### src/rtl/button_click_classifier.sv
// Classifies a debounced button level into single click, double click and long press events.
// One shared counter measures both press duration and release gap; all outputs are registered.
module button_click_classifier #(
    parameter int LONG_PRESS_CLK_CNT       = 16777216,
    parameter int DOUBLE_CLICK_GAP_CLK_CNT = 8388608
) (
    input  logic clk,
    input  logic reset_n,
    input  logic btn_debounced,
    output logic click_pulse,
    output logic double_click_pulse,
    output logic long_press_pulse,
    output logic long_held
);

    localparam int MAX_CNT = (LONG_PRESS_CLK_CNT > DOUBLE_CLICK_GAP_CLK_CNT) ?
                             LONG_PRESS_CLK_CNT : DOUBLE_CLICK_GAP_CLK_CNT;
    localparam int CNT_W   = $clog2(MAX_CNT + 1);

    // Terminal values are one below the sample counts: the sample that matches
    // the terminal value is itself the N-th sample of the run.
    localparam logic [CNT_W-1:0] LONG_LAST = CNT_W'(LONG_PRESS_CLK_CNT - 1);
    localparam logic [CNT_W-1:0] GAP_LAST  = CNT_W'(DOUBLE_CLICK_GAP_CLK_CNT - 1);
    localparam logic [CNT_W-1:0] CNT_ONE   = CNT_W'(1);

    localparam logic [2:0] S_IDLE           = 3'd0;
    localparam logic [2:0] S_PRESSED        = 3'd1;
    localparam logic [2:0] S_WAIT_GAP       = 3'd2;
    localparam logic [2:0] S_SECOND_PRESSED = 3'd3;
    localparam logic [2:0] S_LONG_HELD      = 3'd4;

    logic [2:0]       r_state;
    logic [CNT_W-1:0] r_cnt;
    logic             r_click;
    logic             r_double;
    logic             r_long;
    logic             r_held;

    logic [2:0]       w_state_nxt;
    logic [CNT_W-1:0] w_cnt_nxt;
    logic             w_click;
    logic             w_double;
    logic             w_long;

    always_comb begin
        w_state_nxt = r_state;
        w_cnt_nxt   = r_cnt;
        w_click     = 1'b0;
        w_double    = 1'b0;
        w_long      = 1'b0;
        case (r_state)
            S_IDLE: begin
                if (btn_debounced) begin
                    w_state_nxt = S_PRESSED;
                    w_cnt_nxt   = CNT_ONE;
                end
            end
            S_PRESSED: begin
                if (!btn_debounced) begin
                    w_state_nxt = S_WAIT_GAP;
                    w_cnt_nxt   = CNT_ONE;
                end else if (r_cnt == LONG_LAST) begin
                    w_state_nxt = S_LONG_HELD;
                    w_long      = 1'b1;
                end else begin
                    w_cnt_nxt = r_cnt + CNT_ONE;
                end
            end
            S_WAIT_GAP: begin
                if (btn_debounced) begin
                    w_state_nxt = S_SECOND_PRESSED;
                    w_cnt_nxt   = CNT_ONE;
                end else if (r_cnt == GAP_LAST) begin
                    w_state_nxt = S_IDLE;
                    w_click     = 1'b1;
                end else begin
                    w_cnt_nxt = r_cnt + CNT_ONE;
                end
            end
            S_SECOND_PRESSED: begin
                // A second press that turns long swallows the pending first click.
                if (!btn_debounced) begin
                    w_state_nxt = S_IDLE;
                    w_double    = 1'b1;
                end else if (r_cnt == LONG_LAST) begin
                    w_state_nxt = S_LONG_HELD;
                    w_long      = 1'b1;
                end else begin
                    w_cnt_nxt = r_cnt + CNT_ONE;
                end
            end
            S_LONG_HELD: begin
                if (!btn_debounced) begin
                    w_state_nxt = S_IDLE;
                end
            end
            default: begin
                w_state_nxt = S_IDLE;
                w_cnt_nxt   = '0;
            end
        endcase
    end

    always_ff @(posedge clk or negedge reset_n) begin
        if (!reset_n) begin
            r_state  <= S_IDLE;
            r_cnt    <= '0;
            r_click  <= 1'b0;
            r_double <= 1'b0;
            r_long   <= 1'b0;
            r_held   <= 1'b0;
        end else begin
            r_state  <= w_state_nxt;
            r_cnt    <= w_cnt_nxt;
            r_click  <= w_click;
            r_double <= w_double;
            r_long   <= w_long;
            r_held   <= (w_state_nxt == S_LONG_HELD);
        end
    end

    assign click_pulse        = r_click;
    assign double_click_pulse = r_double;
    assign long_press_pulse   = r_long;
    assign long_held          = r_held;

endmodule

### config.mk
export PLATFORM = sky130hd
export DESIGN_NAME = button_click_classifier
export DESIGN_NICKNAME = d
export VERILOG_FILES = /design/src/rtl/button_click_classifier.sv
export SDC_FILE = /design/constraint.sdc
export NUM_CORES = 1
export LEC_CHECK = 0
export CAP_MARGIN = 30
export CELL_PAD_IN_SITES_DETAIL_PLACEMENT = 0
export CELL_PAD_IN_SITES_GLOBAL_PLACEMENT = 2
export CORE_MARGIN = 3
export CORE_UTILIZATION = 40
export CTS_BUF_LIST = sky130_fd_sc_hd__clkbuf_8
export DETAILED_ROUTE_END_ITERATION = 8
export PLACE_DENSITY_LB_ADDON = 0.1
export RECOVER_POWER = 50
export SLEW_MARGIN = 20
export SYNTH_ARGS = -nofsm -noshare
export SYNTH_HDL_FRONTEND = slang
export SYNTH_SLANG_ARGS = --single-unit
### constraint.sdc
create_clock -name clk -period 2.8 [get_ports clk]
set_input_delay 0.56 -clock clk [delete_from_list [all_inputs] [get_ports clk]]
set_output_delay 0.56 -clock clk [all_outputs]
set_load 0.05 [all_outputs]
==> impl_metrics.csv <==
group,metric,value,unit
power_and_ir_drop,internal_power,744.6,µW
global_route,grt_overflow,0,
synthesis,ys_warn_count,0,
power_and_ir_drop,sequentialPowerShare,48.1,%
clocking,postCtsSetupRepairBufs,0,
timing,finalCritPeriodShare,91.01,%
floorplanning,core-area,4755,µm²
timing,drv_slew,33,
outcome,failed_checks,"capacitance limit, slew limit",
place,place_congestion,0.7974,
power_and_ir_drop,p_leak,0.9315,nW
synthesis,synthTopCellsByArea,"dfrtp_1 (40%), a31oi_1 (6.0%), a21oi_1 (5.3%), nand3_1 (2.5%), o21ai_0 (2.5%)",
clocking,postCtsHoldBufs,0,
synthesis,yosysSeqAreaShare,40.30,%
worst_setup_path,rr_worst_depth,6,
synthesis,synth_edf_count,0,
global_route,antenna_found_initial,0,
detailed_routing,wire_per_inst,17.63,µm
synthesis,syn_inst,216,
timing,grt_setup_unrepaired,"false",
clocking,numCtsBuffers,5,
synthesis,yosys.area_share.simple,26.39,%
timing,max_freq,0.3924,GHz
synthesis,synth_flop_cell,"dfrtp_1",
synthesis,synth_xor_area_share,1.763,%
global_route,grt_pass1_vias,1832,
floorplanning,fp.dieH,76.48,µm
timing,hold_violations,0,
timing,setup_viol,0,
worst_setup_path,worst_setup_path_end_kind,"flip-flop",
power_and_ir_drop,swShare,31.11,%
worst_setup_path,worstSetupStartpointType,"input pin",
worst_setup_path,rr_endpoint,"r_cnt[0]",
worst_setup_path,path_cells,"dlygate4sd3_1 -> or4b_1 -> nor2_1 -> a31oi_2 -> a21o_1 -> a22o_1",
worst_setup_path,r2r_start,"r_cnt[1]",
timing,finalSetupTns,0,ps
worst_setup_path,setup.worst_path.class,"in2reg",
global_route,grt_max_degree,33,
clocking,cts_buffer_depth,2,
floorplanning,fp-row-count,25,
power_and_ir_drop,p_clk_share,31.1,%
power_and_ir_drop,ir_drop,274.5,µV
synthesis,synth_top_family_by_area,"compound AO/OA/AOI/OAI gates",
clocking,clkSinkCount,32,
flow_run,cap_violations,1,
final_layout,layout-drive-gt1-share,15.25,%
synthesis,synth_mux_area_share,0.5038,%
clocking,path_clk_slew,60,ps
min_path,min_delay_worst_endpoint,"r_cnt[15]",
final_layout,final_util,48.21,%
final_layout,syn2layout_area_growth,15.37,%
final_layout,final_cell_mix,"dfrtp_1 (32), a21oi_1 (21), a31oi_1 (19)",
min_path,hp-class,"reg2reg",
detailed_routing,wl,5341,µm
detailed_routing,drt_pass1_iterations,5,
clocking,root_buffer,"clkbuf_8",
outcome,status,"complete, but fails checks",
final_layout,final_common_cell,"dfrtp_1",
synthesis,yosysTopAreaCell,"dfrtp_1",
floorplanning,dieWidth,76.48,µm
clocking,clk_latency,280,ps
timing,slew-limit-headroom,-16.78,%
synthesis,synth-seq-cells,32,
worst_setup_path,cpMaxStageDelayCell,"dlygate4sd3_1",
detailed_routing,vias_per_cell,6.155,
synthesis,synth.distinct_cells,53,
floorplanning,initial_core_util,41.79,%
place,dp_hpwl,3808,µm
worst_setup_path,cp.required,2970,ps
floorplanning,ios,7,
timing,worst_slew_pin_slew,1752,ps
global_route,track_usage,19.73,%
final_layout,antennaDiodeCount,0,
synthesis,avgSynthCellArea,9.199,µm²
worst_setup_path,path_buf_inv,1,
floorplanning,die_area,5849,µm²
worst_setup_path,crit_family,"simple AND/OR/NAND/NOR gates",
synthesis,synth_compound_area_share,27.27,%
global_route,grt_first_pass_wirelength,9170,µm
synthesis,async_reset_ff_share,100.0,%
worst_setup_path,cpPeakStageDelay,620,ps
worst_setup_path,regToRegSetupSlack,410,ps
worst_setup_path,cp_max_fo,15,
clocking,htreeDepth,2,
timing,post-route-min-period,2548,ps
power_and_ir_drop,p_sw,336.2,µW
synthesis,synth_fp_nets,220,
worst_setup_path,worst-endpoint-arrival,2720,ps
timing,holdWs,506.2,ps
clocking,cts_tree,"built",
detailed_routing,ant_nets,0,
timing,finClkSkew,3.459,ps
min_path,hold_start,"r_cnt[15]",
final_layout,final_net_count,240,
detailed_routing,vias,1865,
detailed_routing,drt-initial-drc-count,182,
power_and_ir_drop,power.density,471.5,nW/µm²
min_path,worstHoldPathCells,1,
clocking,cts_resized,0,
place,io_buffers,6,
detailed_routing,route.detailed.drc,0,
synthesis,synthAdderAreaFrac,0.6297,%
synthesis,synth.top_cell.area_share,40.30,%
synthesis,synth_area,1987,µm²
power_and_ir_drop,combPwrFrac,20.8,%
==> Yosys cell counts (2+ instances only) <==
library cell,number
o21ai_0,10
inv_1,4
and3_1,5
o21a_1,2
dfrtp_1,32
nand4_1,6
buf_2,5
xnor2_1,3
clkbuf_1,6
nor4_1,2
a211oi_1,2
a21oi_1,21
nand3_1,10
a21o_1,2
nor4_4,2
or3_1,3
or2_2,2
nand2b_1,6
and4_1,3
a21boi_0,3
o21ai_1,2
a22o_1,4
a31oi_1,19
nor3_1,4
o31ai_1,5
nand2_1,12
nor2_1,12
a41oi_1,3
nor3_2,2
==> power by group through the flow <==
stage	Combinational (mW)	Sequential (mW)	Clock (mW)
after floorplan	0.133	0.524	0
after global placement	0.218	0.527	0
after detailed placement	0.225	0.529	0
after CTS	0.226	0.520	0.349
after global routing	0.250	0.526	0.372
final	0.225	0.520	0.336
==> flip-flops by register name, indices dropped and copies added, names as in the netlist <==
register / count
click_pulse: 1
double_click_pulse: 1
long_held: 1
long_press_pulse: 1
r_cnt: 25
r_state: 3
==> metal layers <==
layer	track usage, %	up-vias	share of wire [%]
li1	-	885	-
met1	26.31	913	46
met2	30.93	55	48
met3	4.137	12	3.9
met4	8.514	0	2.3
met5	0	-	0
==> cell type report <==
cell class / count / area (µm²)
fillers: 469 / 2462
flip-flops and latches: 32 / 800.8
multi-input cells: 169 / 1124
repair buffers: 24 / 191.4
inverters: 4 / 15.01
clock buffers: 5 / 68.82
clock inverters: 2 / 8.758
well taps: 67 / 83.83
==> logic make-up (layout without fill, tap and decap cells) <==
family | count (synthesis) | after routing
multiplexers | 1 | 1
XOR/XNOR | 4 | 4
AO/OA/AOI/OAI | 82 | 82
flip-flops | 32 | 32
AND/OR/NAND/NOR | 81 | 81
adder cells (fa/ha/maj) | 1 | 1
buffers and inverters | 15 | 35
==> worst max path at each step <==
| stage | to | startpoint | cells past startpoint | slack (ps) |
|---|---|---|---|---|
| after global placement | r_cnt[16] | btn_debounced | 6 | 110 |
| after CTS | r_cnt[16] | btn_debounced | 6 | 360 |
| after detailed placement | r_cnt[16] | btn_debounced | 6 | 60 |
| after floorplan | r_state[1] | r_cnt[0] | 6 | 770 |
| final | r_cnt[13] | btn_debounced | 6 | 250 |
| after global routing | r_cnt[16] | btn_debounced | 6 | 90 |
==> through the flow <==
stage                     area (µm²)  setup WS [ps]  instances  power (mW)
after floorplan                 1987          773.0        216      0.6576
after global placement          2218          113.6        296      0.7449
after detailed placement        2218          55.21        296      0.7540
after CTS                       2296          362.4        303       1.095
after global routing            2292          93.15        303       1.148
final                           2292          251.8        303       1.081
==> worst register-to-register path, cell delays in order (launching register included) <==
cell and delay, ps:
dfrtp_1 380, ha_1 260, nand4_2 340, or4_1 640, nor3_2 300, a211oi_1 140, o41ai_2 220
(Power assumes the default switching activity.)
